===== src/rtl/mips_mc_control.sv =====
// Multi-cycle MIPS control unit: Moore FSM over fetch/decode/execute/memory/
// writeback, with a 4-bit wait counter holding memory states MEM_WAIT extra
// cycles. Optional performance counters behind `MIPS_MC_PERF_EN.
module mips_mc_control #(
  parameter int MEM_WAIT = 0,
  parameter int PERF_W   = 32
) (
  input  logic        clk,
  input  logic        reset,
  input  logic [5:0]  OpCode,
  output logic        PCWrite,
  output logic        Branch,
  output logic        IorD,
  output logic        MemRead,
  output logic        MemWrite,
  output logic        IRWrite,
  output logic        MemtoReg,
  output logic        RegDst,
  output logic        JumpLink,
  output logic        RegWrite,
  output logic        ALUSrcA,
  output logic [1:0]  ALUSrcB,
  output logic [1:0]  ALUOp,
  output logic [1:0]  PCSrc,
  output logic        illegal_op,
  output logic [3:0]  state_o
`ifdef MIPS_MC_PERF_EN
  ,
  output logic [PERF_W-1:0] cycle_cnt,
  output logic [PERF_W-1:0] instr_cnt
`endif
);

  typedef enum logic [3:0] {
    FETCH  = 4'd0,  DECODE = 4'd1,  MEMADR = 4'd2,  MEMRD  = 4'd3,
    MEMWB  = 4'd4,  MEMWR  = 4'd5,  EXEC   = 4'd6,  ALUWB  = 4'd7,
    BRANCH = 4'd8,  ADDIEX = 4'd9,  ADDIWB = 4'd10, JUMP   = 4'd11,
    JAL    = 4'd12
  } state_t;

  localparam logic [5:0] OP_R    = 6'b000000;
  localparam logic [5:0] OP_LW   = 6'b100011;
  localparam logic [5:0] OP_SW   = 6'b101011;
  localparam logic [5:0] OP_BEQ  = 6'b000100;
  localparam logic [5:0] OP_ADDI = 6'b001000;
  localparam logic [5:0] OP_J    = 6'b000010;
  localparam logic [5:0] OP_JAL  = 6'b000011;

  localparam logic [3:0] WLAST = 4'(MEM_WAIT);

  state_t     state, state_nx;
  logic [3:0] wcnt, wcnt_nx;
  logic       wdone;

  assign wdone = (wcnt == WLAST);

  // State and wait-counter register
  always_ff @(posedge clk) begin
    if (reset) begin
      state <= FETCH;
      wcnt  <= '0;
    end else begin
      state <= state_nx;
      wcnt  <= wcnt_nx;
    end
  end

  // Next state; wait counter only runs inside memory states and is zero elsewhere,
  // so it is already clear on entry to the next memory state
  always_comb begin
    state_nx = state;
    wcnt_nx  = '0;
    case (state)
      FETCH:  if (wdone) state_nx = DECODE; else wcnt_nx = wcnt + 4'd1;
      DECODE: begin
        case (OpCode)
          OP_LW, OP_SW: state_nx = MEMADR;
          OP_R:         state_nx = EXEC;
          OP_BEQ:       state_nx = BRANCH;
          OP_ADDI:      state_nx = ADDIEX;
          OP_J:         state_nx = JUMP;
          OP_JAL:       state_nx = JAL;
          default:      state_nx = FETCH;
        endcase
      end
      MEMADR: state_nx = (OpCode == OP_SW) ? MEMWR : MEMRD;
      MEMRD:  if (wdone) state_nx = MEMWB; else wcnt_nx = wcnt + 4'd1;
      MEMWB:  state_nx = FETCH;
      MEMWR:  if (wdone) state_nx = FETCH; else wcnt_nx = wcnt + 4'd1;
      EXEC:   state_nx = ALUWB;
      ALUWB:  state_nx = FETCH;
      BRANCH: state_nx = FETCH;
      ADDIEX: state_nx = ADDIWB;
      ADDIWB: state_nx = FETCH;
      JUMP:   state_nx = FETCH;
      JAL:    state_nx = FETCH;
      default: state_nx = FETCH;
    endcase
  end

  // Control outputs from registered state; everything forced low while in reset.
  // illegal_op is the one opcode-dependent output: the IR only holds the new
  // opcode during DECODE, so the flag cannot be registered earlier.
  always_comb begin
    PCWrite    = 1'b0;
    Branch     = 1'b0;
    IorD       = 1'b0;
    MemRead    = 1'b0;
    MemWrite   = 1'b0;
    IRWrite    = 1'b0;
    MemtoReg   = 1'b0;
    RegDst     = 1'b0;
    JumpLink   = 1'b0;
    RegWrite   = 1'b0;
    ALUSrcA    = 1'b0;
    ALUSrcB    = 2'b00;
    ALUOp      = 2'b00;
    PCSrc      = 2'b00;
    illegal_op = 1'b0;
    state_o    = 4'd0;
    if (!reset) begin
      state_o = state;
      case (state)
        FETCH: begin
          MemRead = 1'b1;
          ALUSrcB = 2'b01;
          IRWrite = wdone;
          PCWrite = wdone;
        end
        DECODE: begin
          ALUSrcB    = 2'b11;
          illegal_op = !(OpCode inside {OP_R, OP_LW, OP_SW, OP_BEQ, OP_ADDI, OP_J, OP_JAL});
        end
        MEMADR: begin ALUSrcA = 1'b1; ALUSrcB = 2'b10; end
        MEMRD:  begin IorD = 1'b1; MemRead = 1'b1; end
        MEMWB:  begin MemtoReg = 1'b1; RegWrite = 1'b1; end
        MEMWR:  begin IorD = 1'b1; MemWrite = 1'b1; end
        EXEC:   begin ALUSrcA = 1'b1; ALUOp = 2'b10; end
        ALUWB:  begin RegDst = 1'b1; RegWrite = 1'b1; end
        BRANCH: begin ALUSrcA = 1'b1; ALUOp = 2'b01; PCSrc = 2'b01; Branch = 1'b1; end
        ADDIEX: begin ALUSrcA = 1'b1; ALUSrcB = 2'b10; end
        ADDIWB: RegWrite = 1'b1;
        JUMP:   begin PCSrc = 2'b10; PCWrite = 1'b1; end
        JAL:    begin PCSrc = 2'b10; PCWrite = 1'b1; JumpLink = 1'b1; RegWrite = 1'b1; end
        default: ;
      endcase
    end
  end

`ifdef MIPS_MC_PERF_EN
  // Cycle and retired-instruction counters; an instruction retires when the FSM
  // returns to FETCH (including the illegal-opcode path)
  always_ff @(posedge clk) begin
    if (reset) begin
      cycle_cnt <= '0;
      instr_cnt <= '0;
    end else begin
      cycle_cnt <= cycle_cnt + 1'b1;
      if (state != FETCH && state_nx == FETCH) instr_cnt <= instr_cnt + 1'b1;
    end
  end
`endif

endmodule


===== config.mk =====
export PLATFORM = sky130hd
export DESIGN_NAME = mips_mc_control
export DESIGN_NICKNAME = d
export VERILOG_FILES = /design/src/rtl/mips_mc_control.sv
export SDC_FILE = /design/constraint.sdc
export NUM_CORES = 1
export LEC_CHECK = 0
export CORE_MARGIN = 1.5
export CORE_UTILIZATION = 45
export DETAILED_ROUTE_END_ITERATION = 10
export HOLD_SLACK_MARGIN = 0.03
export PLACE_DENSITY_LB_ADDON = 0.25
export SETUP_SLACK_MARGIN = 0.15
export SLEW_MARGIN = 25
export SYNTH_ARGS = -nofsm -noshare
export SYNTH_HDL_FRONTEND = slang
export SYNTH_SLANG_ARGS = --single-unit

===== constraint.sdc =====
create_clock -name clk -period 3.3 [get_ports clk]
set_input_delay 0.66 -clock clk [delete_from_list [all_inputs] [get_ports clk]]
set_output_delay 0.66 -clock clk [all_outputs]
set_load 0.01 [all_outputs]

==> impl_results.html <==
<table>
<tr><th>Metric</th><th>Value</th></tr>
<tr><th colspan="2">STA</th></tr>
<tr><td>Min cycle time layout</td><td>approximately 3 ns</td></tr>
<tr><td>Final hold vios</td><td>0</td></tr>
<tr><td>Pins over their slew limit</td><td>0</td></tr>
<tr><td>Final number of setup-violating endpoints</td><td>0</td></tr>
<tr><td>Final worst-path setup slack</td><td>0.308 ns</td></tr>
<tr><td>Part of the cycle the worst path needs</td><td>~90%</td></tr>
<tr><td>TNS Setup</td><td>0 ns</td></tr>
<tr><td>Maximum achievable frequency</td><td>334 MHz</td></tr>
<tr><td>Unrepaired setup endpoints after global routing</td><td>false</td></tr>
<tr><td>Slew of the pin with the lowest slew margin</td><td>~0.56 ns</td></tr>
<tr><td>Post-route clock skew</td><td>approximately 0.0044 ns</td></tr>
<tr><td>Worst-case hold slack</td><td>between 0.4 and 0.5 ns</td></tr>
<tr><td>Slew headroom</td><td>between 60% and 70%</td></tr>
<tr><th colspan="2">Yosys</th></tr>
<tr><td>Total standard cell area after synthesis</td><td>744 sq um</td></tr>
<tr><td>Top area cells in the synthesized netlist</td><td>dfxtp_1 (22%), nor2_1 (9.6%), xor2_1 (5.9%)</td></tr>
<tr><td>Post-synthesis average cell area</td><td>7.02 sq um</td></tr>
<tr><td>Commonest register cell after synthesis</td><td>dfxtp_1</td></tr>
<tr><td>Yosys top cell area share</td><td>a little over a fifth</td></tr>
<tr><td>Synth warn</td><td>0</td></tr>
<tr><td>Sequential element share of the synthesized area</td><td>roughly 22%</td></tr>
<tr><td>EDFF count, synth</td><td>0</td></tr>
<tr><td>Net count of the mapped netlist</td><td>approximately 120</td></tr>
<tr><td>Library cells used by synthesis</td><td>37</td></tr>
<tr><td>Cell type with the highest aggregate area in the netlist</td><td>dfxtp_1</td></tr>
<tr><td>Syn Inst Count</td><td>about 110</td></tr>
<tr><td>FF+latch count, synth</td><td>8</td></tr>
<tr><td>Proportion of register bits with asynchronous set or reset after synthesis</td><td>0%</td></tr>
<tr><th colspan="2">Die</th></tr>
<tr><td>Top-level port count</td><td>30</td></tr>
<tr><td>Height of the die</td><td>roughly 44 um</td></tr>
<tr><td>Die area</td><td>roughly 0.0019 sq mm</td></tr>
<tr><td>Placeable core area</td><td>roughly 0.0015 sq mm</td></tr>
<tr><td>Row Count</td><td>14</td></tr>
<tr><td>Initial core utilization</td><td>between 40% and 50%</td></tr>
<tr><td>Die outline width</td><td>43.7 um</td></tr>
<tr><th colspan="2">Detailed routing</th></tr>
<tr><td>Average wire length per cell after detail routing</td><td>roughly 14 um</td></tr>
<tr><td>Number of detailed-route iterations in the first pass</td><td>4</td></tr>
<tr><td>Detailed-route wire length</td><td>roughly 2100 um</td></tr>
<tr><td>Number of remaining DRC errors</td><td>0</td></tr>
<tr><td>Residual antenna-violating net count after detailed routing</td><td>0</td></tr>
<tr><td>DR vias/cell</td><td>between 5 and 6</td></tr>
<tr><td>Total via count in the routed design</td><td>858</td></tr>
<tr><td>Iter 0 DRT Violations</td><td>5</td></tr>
<tr><th colspan="2">Global route</th></tr>
<tr><td>All-layer global routing usage</td><td>around a quarter</td></tr>
<tr><td>Wire length of the first global-routing pass</td><td>3530 um</td></tr>
<tr><td>Largest net degree at the start of global routing</td><td>17</td></tr>
<tr><td>Number of antenna violations at the first check in global routing</td><td>0</td></tr>
<tr><td>Via count of the first global-routing pass</td><td>roughly 800</td></tr>
<tr><td>GRT Residual Overflow</td><td>0</td></tr>
<tr><th colspan="2">CTS</th></tr>
<tr><td>CTS H-tree lvls</td><td>1</td></tr>
<tr><td>Number of buffers added by the clock tree synthesis step</td><td>3</td></tr>
<tr><td>Clock-pin slew on the worst setup and hold paths</td><td>roughly 0.05 ns</td></tr>
<tr><td>Count of hold-fix buffers inserted at cts</td><td>0</td></tr>
<tr><td>Clk root buf</td><td>clkbuf_4</td></tr>
<tr><td>Clock tree from TritonCTS</td><td>yes</td></tr>
<tr><td>Buffer depth of the longest clock path</td><td>2</td></tr>
<tr><td>TritonCTS Sinks</td><td>8</td></tr>
<tr><td>Post-CTS setup buffer count</td><td>0</td></tr>
<tr><td>Skew-Pair Late Insertion Delay</td><td>around 0.26 ns</td></tr>
<tr><th colspan="2">Critical path</th></tr>
<tr><td>Cell-by-cell trace of the critical path</td><td>clkdlybuf4s50_1 &gt; or3_4 &gt; nor4_4 &gt; clkdlybuf4s50_1</td></tr>
<tr><td>Crit end category</td><td>output port</td></tr>
<tr><td>Max stage delay cell, worst path</td><td>clkdlybuf4s50_1</td></tr>
<tr><td>Largest stage delay, worst path</td><td>~0.57 ns</td></tr>
<tr><td>Endpoint required time on the critical path</td><td>between 2 and 3 ns</td></tr>
<tr><td>CP bufs+invs</td><td>2</td></tr>
<tr><td>Startpoint kind of the worst setup timing path</td><td>input port</td></tr>
<tr><td>CP Data Arrival Time</td><td>roughly 2.3 ns</td></tr>
<tr><td>Critical path fanouts, max</td><td>4</td></tr>
<tr><td>Most repeated library cell on the critical path</td><td>clkdlybuf4s50_1</td></tr>
<tr><td>Family with the most delay on the worst path</td><td>buffers and inverters</td></tr>
<tr><td>Worst Setup Path Type</td><td>input port to output port</td></tr>
<tr><th colspan="2">Pwr</th></tr>
<tr><td>PnR Total Power</td><td>about 0.25 mW</td></tr>
<tr><td>Power density over the cells</td><td>around 230 mW/mm^2</td></tr>
<tr><td>Worst ir drop on vdd</td><td>195 uV</td></tr>
<tr><td>Static power due to leakage</td><td>roughly 0.43 nW</td></tr>
<tr><th colspan="2">Layout</th></tr>
<tr><td>Cell area after layout</td><td>between 0.001 and 0.0015 sq mm</td></tr>
<tr><td>Leading cell types in the layout, fill and taps excluded</td><td>clkdlybuf4s50_1 (27), nor2_1 (19), nor3_1 (8), dfxtp_1 (8), nand2_1 (6)</td></tr>
<tr><td>Final cell utilization of the core</td><td>between 70 and 80%</td></tr>
<tr><td>Final instance count without filler cells</td><td>between 100 and 150</td></tr>
<tr><td>Total Nets Final</td><td>roughly 140</td></tr>
<tr><td>Number of diodes added for antenna fixing</td><td>0</td></tr>
<tr><td>Most frequent standard cell in the layout excluding fill and tap cells</td><td>clkdlybuf4s50_1</td></tr>
<tr><td>Fillcell total</td><td>about 140</td></tr>
<tr><td>Syn-to-layout area delta</td><td>45.4%</td></tr>
<tr><td>Share of cells above drive strength 1</td><td>roughly 8.3%</td></tr>
<tr><th colspan="2">Placement</th></tr>
<tr><td>Post-Place Cells</td><td>145</td></tr>
<tr><td>Placed Area</td><td>around 0.0010 sq mm</td></tr>
<tr><td>DP Worst Slack</td><td>between 0.09 and 0.1 ns</td></tr>
<tr><td>Count of input and output buffers</td><td>29</td></tr>
<tr><td>Half-perimeter wire length after detailed placement</td><td>1530 um</td></tr>
<tr><td>Global placement routability congestion</td><td>around 0.8</td></tr>
<tr><th colspan="2">Min path</th></tr>
<tr><td>Type of the worst min-delay path</td><td>flip-flop to flip-flop</td></tr>
<tr><th colspan="2">Outcome</th></tr>
<tr><td>Run status</td><td>finished clean</td></tr>
<tr><th colspan="2">Job</th></tr>
<tr><td>Number of max-cap violations</td><td>0</td></tr>
</table>
-- worst register-to-register path, delay by kind of cell (launching register included) --
family / cells / cell delay [ns]
simple gates: 2 / 0.89
flops: 1 / 0.48
compound gates: 2 / 0.48
-- power by group --
part | leakage [nW] | internal, mW | switching, mW | total (mW)
logic | 0.347 | 0.0345 | 0.0325 | 0.0670
clock network | 0.0138 | 0.0416 | 0.0337 | 0.0754
registers | 0.0648 | 0.0981 | 0.00485 | 0.103
-- logic make-up after synthesis --
| group | share of synthesized area (%) |
|---|---|
| xor+xnor | 8.24 |
| buf+inv | 6.72 |
| mux | 1.34 |
| fa+ha+maj | 3.36 |
| flops | 21.5 |
| compound gates | 19.0 |
| simple gates | 39.8 |
-- cell usage after synthesis, drive strengths merged, types with 3 or more instances --
cell    number
inv          4
o21ai        5
nor4         4
nor3         8
xor2         5
clkbuf       6
nand2b       4
nor2        19
nand2        6
o21a         3
dfxtp        8
and3         3
a21oi        3
-- state kept, by name, indices dropped and copies added (netlist names) --
register and cells:
state 4, wcnt 4
-- per-layer routing --
metal / vias up / wire [um] / GRT usage (%)
met3: 7 / 140 / 7.50
met5: - / 0 / 0
met1: 389 / 856 / 27.9
li1: 430 / - / -
met2: 32 / 1050 / 44.4
met4: 0 / 48 / 9.09
-- final timing paths --
check,start,slack (ns),cells after the start,end
max,reset,0.31,4,IRWrite
min,wcnt[0],0.47,1,wcnt[0]
max reg2reg,state[2],1.37,4,state[2]
min reg2reg,wcnt[0],0.47,1,wcnt[0]
-- layout make-up --
cell class | count | area, sq um | area share [%]
sequential | 8 | 160 | 14.8
clock buffer | 3 | 22.5 | 2.08
inverter | 4 | 15.0 | 1.39
timing repair buffer | 31 | 310 | 28.7
multi-input combinational | 86 | 554 | 51.2
tap | 16 | 20.0 | 1.85
-- repair_timing --
action,in CTS,in global routing
setup endpoints to repair,1,2
pin swaps,0,0
gates resized for setup,2,3
No activity file was read; power rests on OpenSTA's default activity.
==> RTL edit 1 (same flow settings) <==
Put a register stage on the output `RegDst`. The value now appears one clock later. The other outputs are not delayed to match.
--- a/src/rtl/mips_mc_control.sv
+++ b/src/rtl/mips_mc_control.sv
@@ -47,6 +47,8 @@
   localparam logic [5:0] OP_JAL  = 6'b000011;
 
   localparam logic [3:0] WLAST = 4'(MEM_WAIT);
+
+  logic RegDst_d;
 
   state_t     state, state_nx;
   logic [3:0] wcnt, wcnt_nx;
@@ -109,7 +111,7 @@
     MemWrite   = 1'b0;
     IRWrite    = 1'b0;
     MemtoReg   = 1'b0;
-    RegDst     = 1'b0;
+    RegDst_d   = 1'b0;
     JumpLink   = 1'b0;
     RegWrite   = 1'b0;
     ALUSrcA    = 1'b0;
@@ -136,7 +138,7 @@
         MEMWB:  begin MemtoReg = 1'b1; RegWrite = 1'b1; end
         MEMWR:  begin IorD = 1'b1; MemWrite = 1'b1; end
         EXEC:   begin ALUSrcA = 1'b1; ALUOp = 2'b10; end
-        ALUWB:  begin RegDst = 1'b1; RegWrite = 1'b1; end
+        ALUWB:  begin RegDst_d = 1'b1; RegWrite = 1'b1; end
         BRANCH: begin ALUSrcA = 1'b1; ALUOp = 2'b01; PCSrc = 2'b01; Branch = 1'b1; end
         ADDIEX: begin ALUSrcA = 1'b1; ALUSrcB = 2'b10; end
         ADDIWB: RegWrite = 1'b1;
@@ -161,5 +163,9 @@
   end
 `endif
 
+  always_ff @(posedge clk) begin
+    RegDst <= RegDst_d;
+  end
+
 endmodule
 
Function: changed (Yosys sat finds a counterexample within 4 cycles, from zero or initial values and one cycle with reset high).
==> RTL edit 1 against the unedited design <==
- final area rose by 4.0%
- worst setup slack worse by 0.044 ns
- core utilization fell by 5.1 points
- critical path type unchanged
- power rose by 11%
- area after synthesis increased by 9.1%
- highest routed layer unchanged
- clock power increased by 19%
- die area is 8.4% higher
- first-iteration DRC count rose to 3.8 times the old value
- routed wire length decreased by 5.6%
- critical path depth is 1 higher
- sequential cell count is 1 higher
- non-clock buffer count is 1 lower
- sequential share of layout area is 1.2 points higher
==> RTL edit 1: results <==
{
  "nets": 143,
  "ys_top_cells_by_area": "dfxtp_1 (22%), nor2_1 (6.9%), xor2_1 (6.5%), nor4_1 (5.4%), nor3_1 (3.7%)",
  "place_inst": 153,
  "arrival_ns": 2.38,
  "r2r_slack_ns": 1.61,
  "grt_use_met1_pct": 31.2,
  "synthAdderAreaFrac_pct": 3.08,
  "clk-power_uw": 89.4,
  "pre_cts_ws_ns": 0.217,
  "comb_power_uw": 66.6,
  "synth_top_cells_by_count": "nor2_1 (15), dfxtp_1 (9), inv_1 (7), nor4_1 (7)",
  "slowest_delay_ns": 0.61,
  "tightest_slew_ns": 0.698,
  "first_iter_violations": 19,
  "ys_types": 42,
  "synth-compound-area-share_pct": 21.0,
  "synth_fp_nets": 119,
  "use_met3_pct": 5.16,
  "routed_wl_microns": 1980,
  "vias_per_cell": 5.27,
  "met3WireLength_microns": 83,
  "wl_met1_microns": 994,
  "nFillCells": 146,
  "rr_startpoint": "wcnt[0]",
  "met2_usage_pct": 31.5,
  "leakagePower_uw": 0.000439,
  "synthMuxAreaShare_pct": 1.23,
  "cp-endpoint": "PCWrite",
  "grt_max_degree": 20,
  "gp_congestion": 0.846,
  "synth_xor_xnor_area_share_pct": 7.55,
  "clock_power_share_pct": 32.7,
  "crit_fanout": 8,
  "skew_ns": 0.00342,
  "dp_hpwl_microns": 1470,
  "drive_above_1_share_pct": 9.09,
  "irDropWorstVdd_mv": 0.151,
  "status": "finished clean",
  "power_switching_uw": 81.1,
  "reg_top3": "state x4, wcnt x4, RegDst x1",
  "track_usage_pct": 21.7
}
RTL edit 1: cell count changes in the layout (fill, tap and decap cells not counted), moves of 2 or more:
cell,before,now
nand2_1,6,2
nor2_1,19,15
o21ai_0,5,1
inv_1,4,7
nand3_1,1,4
nor3_1,8,5
nor4_1,3,6
a21oi_1,3,5
and2_1,0,2
o21a_1,3,1
RTL edit 1: final cells by class:
type	instances	area, sq um	area share (%)
clock buffer	4	26.3	2.33
inverter	7	26.3	2.33
multi-input combinational	82	559	49.7
sequential	9	180	16.0
tap	25	31.3	2.78
timing repair buffer	30	303	26.9
RTL edit 1: worst max-delay path: cells and delay by family:
kind                   cells  cell delay [ns]
and+or+nand+nor            2             0.54
buffers and inverters      2             1.09
AOI/OAI and AO/OA          1             0.09
RTL edit 1: metrics by stage:
step,area [sq um],hold WS [ns]
global route,1130,0.494
global placement,1080,0.450
detailed placement,1080,0.450
floorplan,812,0.430
finish,1130,0.461
CTS,1100,0.466
==> RTL edit 2 (same flow settings) <==
Made on the original files. Add a define of `MIPS_MC_PERF_EN`.
--- a/src/rtl/mips_mc_control.sv
+++ b/src/rtl/mips_mc_control.sv
@@ -1,6 +1,8 @@
 // Multi-cycle MIPS control unit: Moore FSM over fetch/decode/execute/memory/
 // writeback, with a 4-bit wait counter holding memory states MEM_WAIT extra
 // cycles. Optional performance counters behind `MIPS_MC_PERF_EN.
+`define MIPS_MC_PERF_EN
+
 module mips_mc_control #(
   parameter int MEM_WAIT = 0,
   parameter int PERF_W   = 32
Formal check against the unedited RTL (old outputs only; new: cycle_cnt and instr_cnt): equivalent (equiv_simple and equiv_induct, registers matched by name and starting in step).
==> RTL edit 2 against the unedited design <==
- count of clock-buffer cells in the layout grew 9
- power grew to 6.8 times the old value
- final area grew to 4.5 times the old value
- worst setup slack got worse by 0.0017 ns
- routed wire length increased to 4.2 times the old value
- sequential cell count is 64 higher
- area after synthesis increased to 4.9 times the old value
- critical endpoint is now illegal_op
- via count grew to 4.2 times the old value
- die area rose to 4.6 times the old value
==> RTL edit 2: results <==
{
  "status": "finished clean",
  "ys_top_cells_by_area": "dfxtp_1 (39%), nor2_1 (6.5%), a21oi_1 (5.3%), xor2_1 (5.0%), or3_1 (3.9%)",
  "pre_cts_ws_ns": 0.192,
  "setup_violations": 0,
  "wl_per_cell_microns": 13.4,
  "cts_buffers": 9,
  "gp_congestion": 0.802,
  "cts-root-buf": "clkbuf_8",
  "ctsHtreeMaxLevel": 3,
  "crit_fanout": 8,
  "grt_pass1_vias": 3301,
  "skew_ns": 0.0139,
  "dp_hpwl_microns": 6050,
  "ys_types": 43,
  "drive_above_1_share_pct": 5.24,
  "clk_latency_ns": 0.33,
  "yosysSeqAreaShare_pct": 39.4,
  "async_reset_ff_share_pct": 0,
  "clk-power_uw": 657,
  "cts_resized": 0,
  "numPortBuffers": 93,
  "nFillCells": 714,
  "first_iter_violations": 102,
  "reg_top3": "cycle_cnt x32, instr_cnt x32",
  "yosysWarnings": 0,
  "grt_max_degree": 62,
  "synth_fp_nets": 479,
  "combPwrFrac_pct": 7.0,
  "leakagePower_uw": 0.00155,
  "track_usage_pct": 20.4,
  "grt_pass1_wl_microns": 14600,
  "ys.flop_type": "dfxtp_1",
  "p_int_uw": 1260,
  "vias_per_cell": 5.54,
  "clk_pin_slew_ns": 0.07,
  "nets": 560,
  "irDropWorstVdd_mv": 0.186,
  "placed_cell_area_sq_mm": 0.00464,
  "synth_top_cells_by_count": "dfxtp_1 (72), nor2_1 (63), a21oi_1 (39)",
  "slew_headroom_pct": 46.6
}
[RTL edit 2: cell count changes after synthesis, sizes merged, moves of 21 or more]
| cell | change |
|---|---|
| nor2 | +44 |
| nand3 | +27 |
| o21ai | +22 |
| a21oi | +36 |
| dfxtp | +64 |
| or3 | +21 |
| nand2 | +21 |
[RTL edit 2: cells by family after synthesis]
logic type,count (synthesis),share of synthesized area (%)
buf+inv,39,4.37
flops,72,39.4
mux,2,0.581
simple gates,231,33.1
xor+xnor,33,7.89
compound gates,86,13.3
fa+ha+maj,4,1.37
[RTL edit 2: layout make-up]
class                           count  share of cell area [%]
Clock buffer                       12                    3.42
Inverter                           12                   0.932
Tap cell                          102                    2.64
Timing Repair Buffer               97                    20.0
Multi-Input combinational cell    356                    42.6
Sequential cell                    72                    29.8
Clock inverter                      4                   0.544
[RTL edit 2: final timing paths]
check	start	end	slack (ns)	cells after the start
max	OpCode[3]	illegal_op	0.31	5
min	wcnt[0]	wcnt[0]	0.47	1
max reg2reg	state[2]	instr_cnt[8]	0.81	7
min reg2reg	wcnt[0]	wcnt[0]	0.47	1
[RTL edit 2: layer usage]
layer	part of all wire (%)	up-vias	global-route usage (%)
li1	-	1833	-
met1	46	1695	25.0
met2	50	91	36.3
met3	3.5	10	3.17
met4	0.89	0	6.44
met5	0	-	0
[RTL edit 2: metrics by stage]
stage	instances	util, %	total power (uW)
floorplan	467	-	973
global placement	639	59.5	1020
detailed placement	639	59.5	1020
CTS	655	61.9	1680
global route	655	61.9	1730
finish	655	61.9	1660
[RTL edit 2: worst max-delay path, stage by stage]
cell and delay [ns]:
clkdlybuf4s50_1 0.55, xor2_1 0.23, a22o_1 0.23, nor2_1 0.12
clkdlybuf4s50_1 0.54
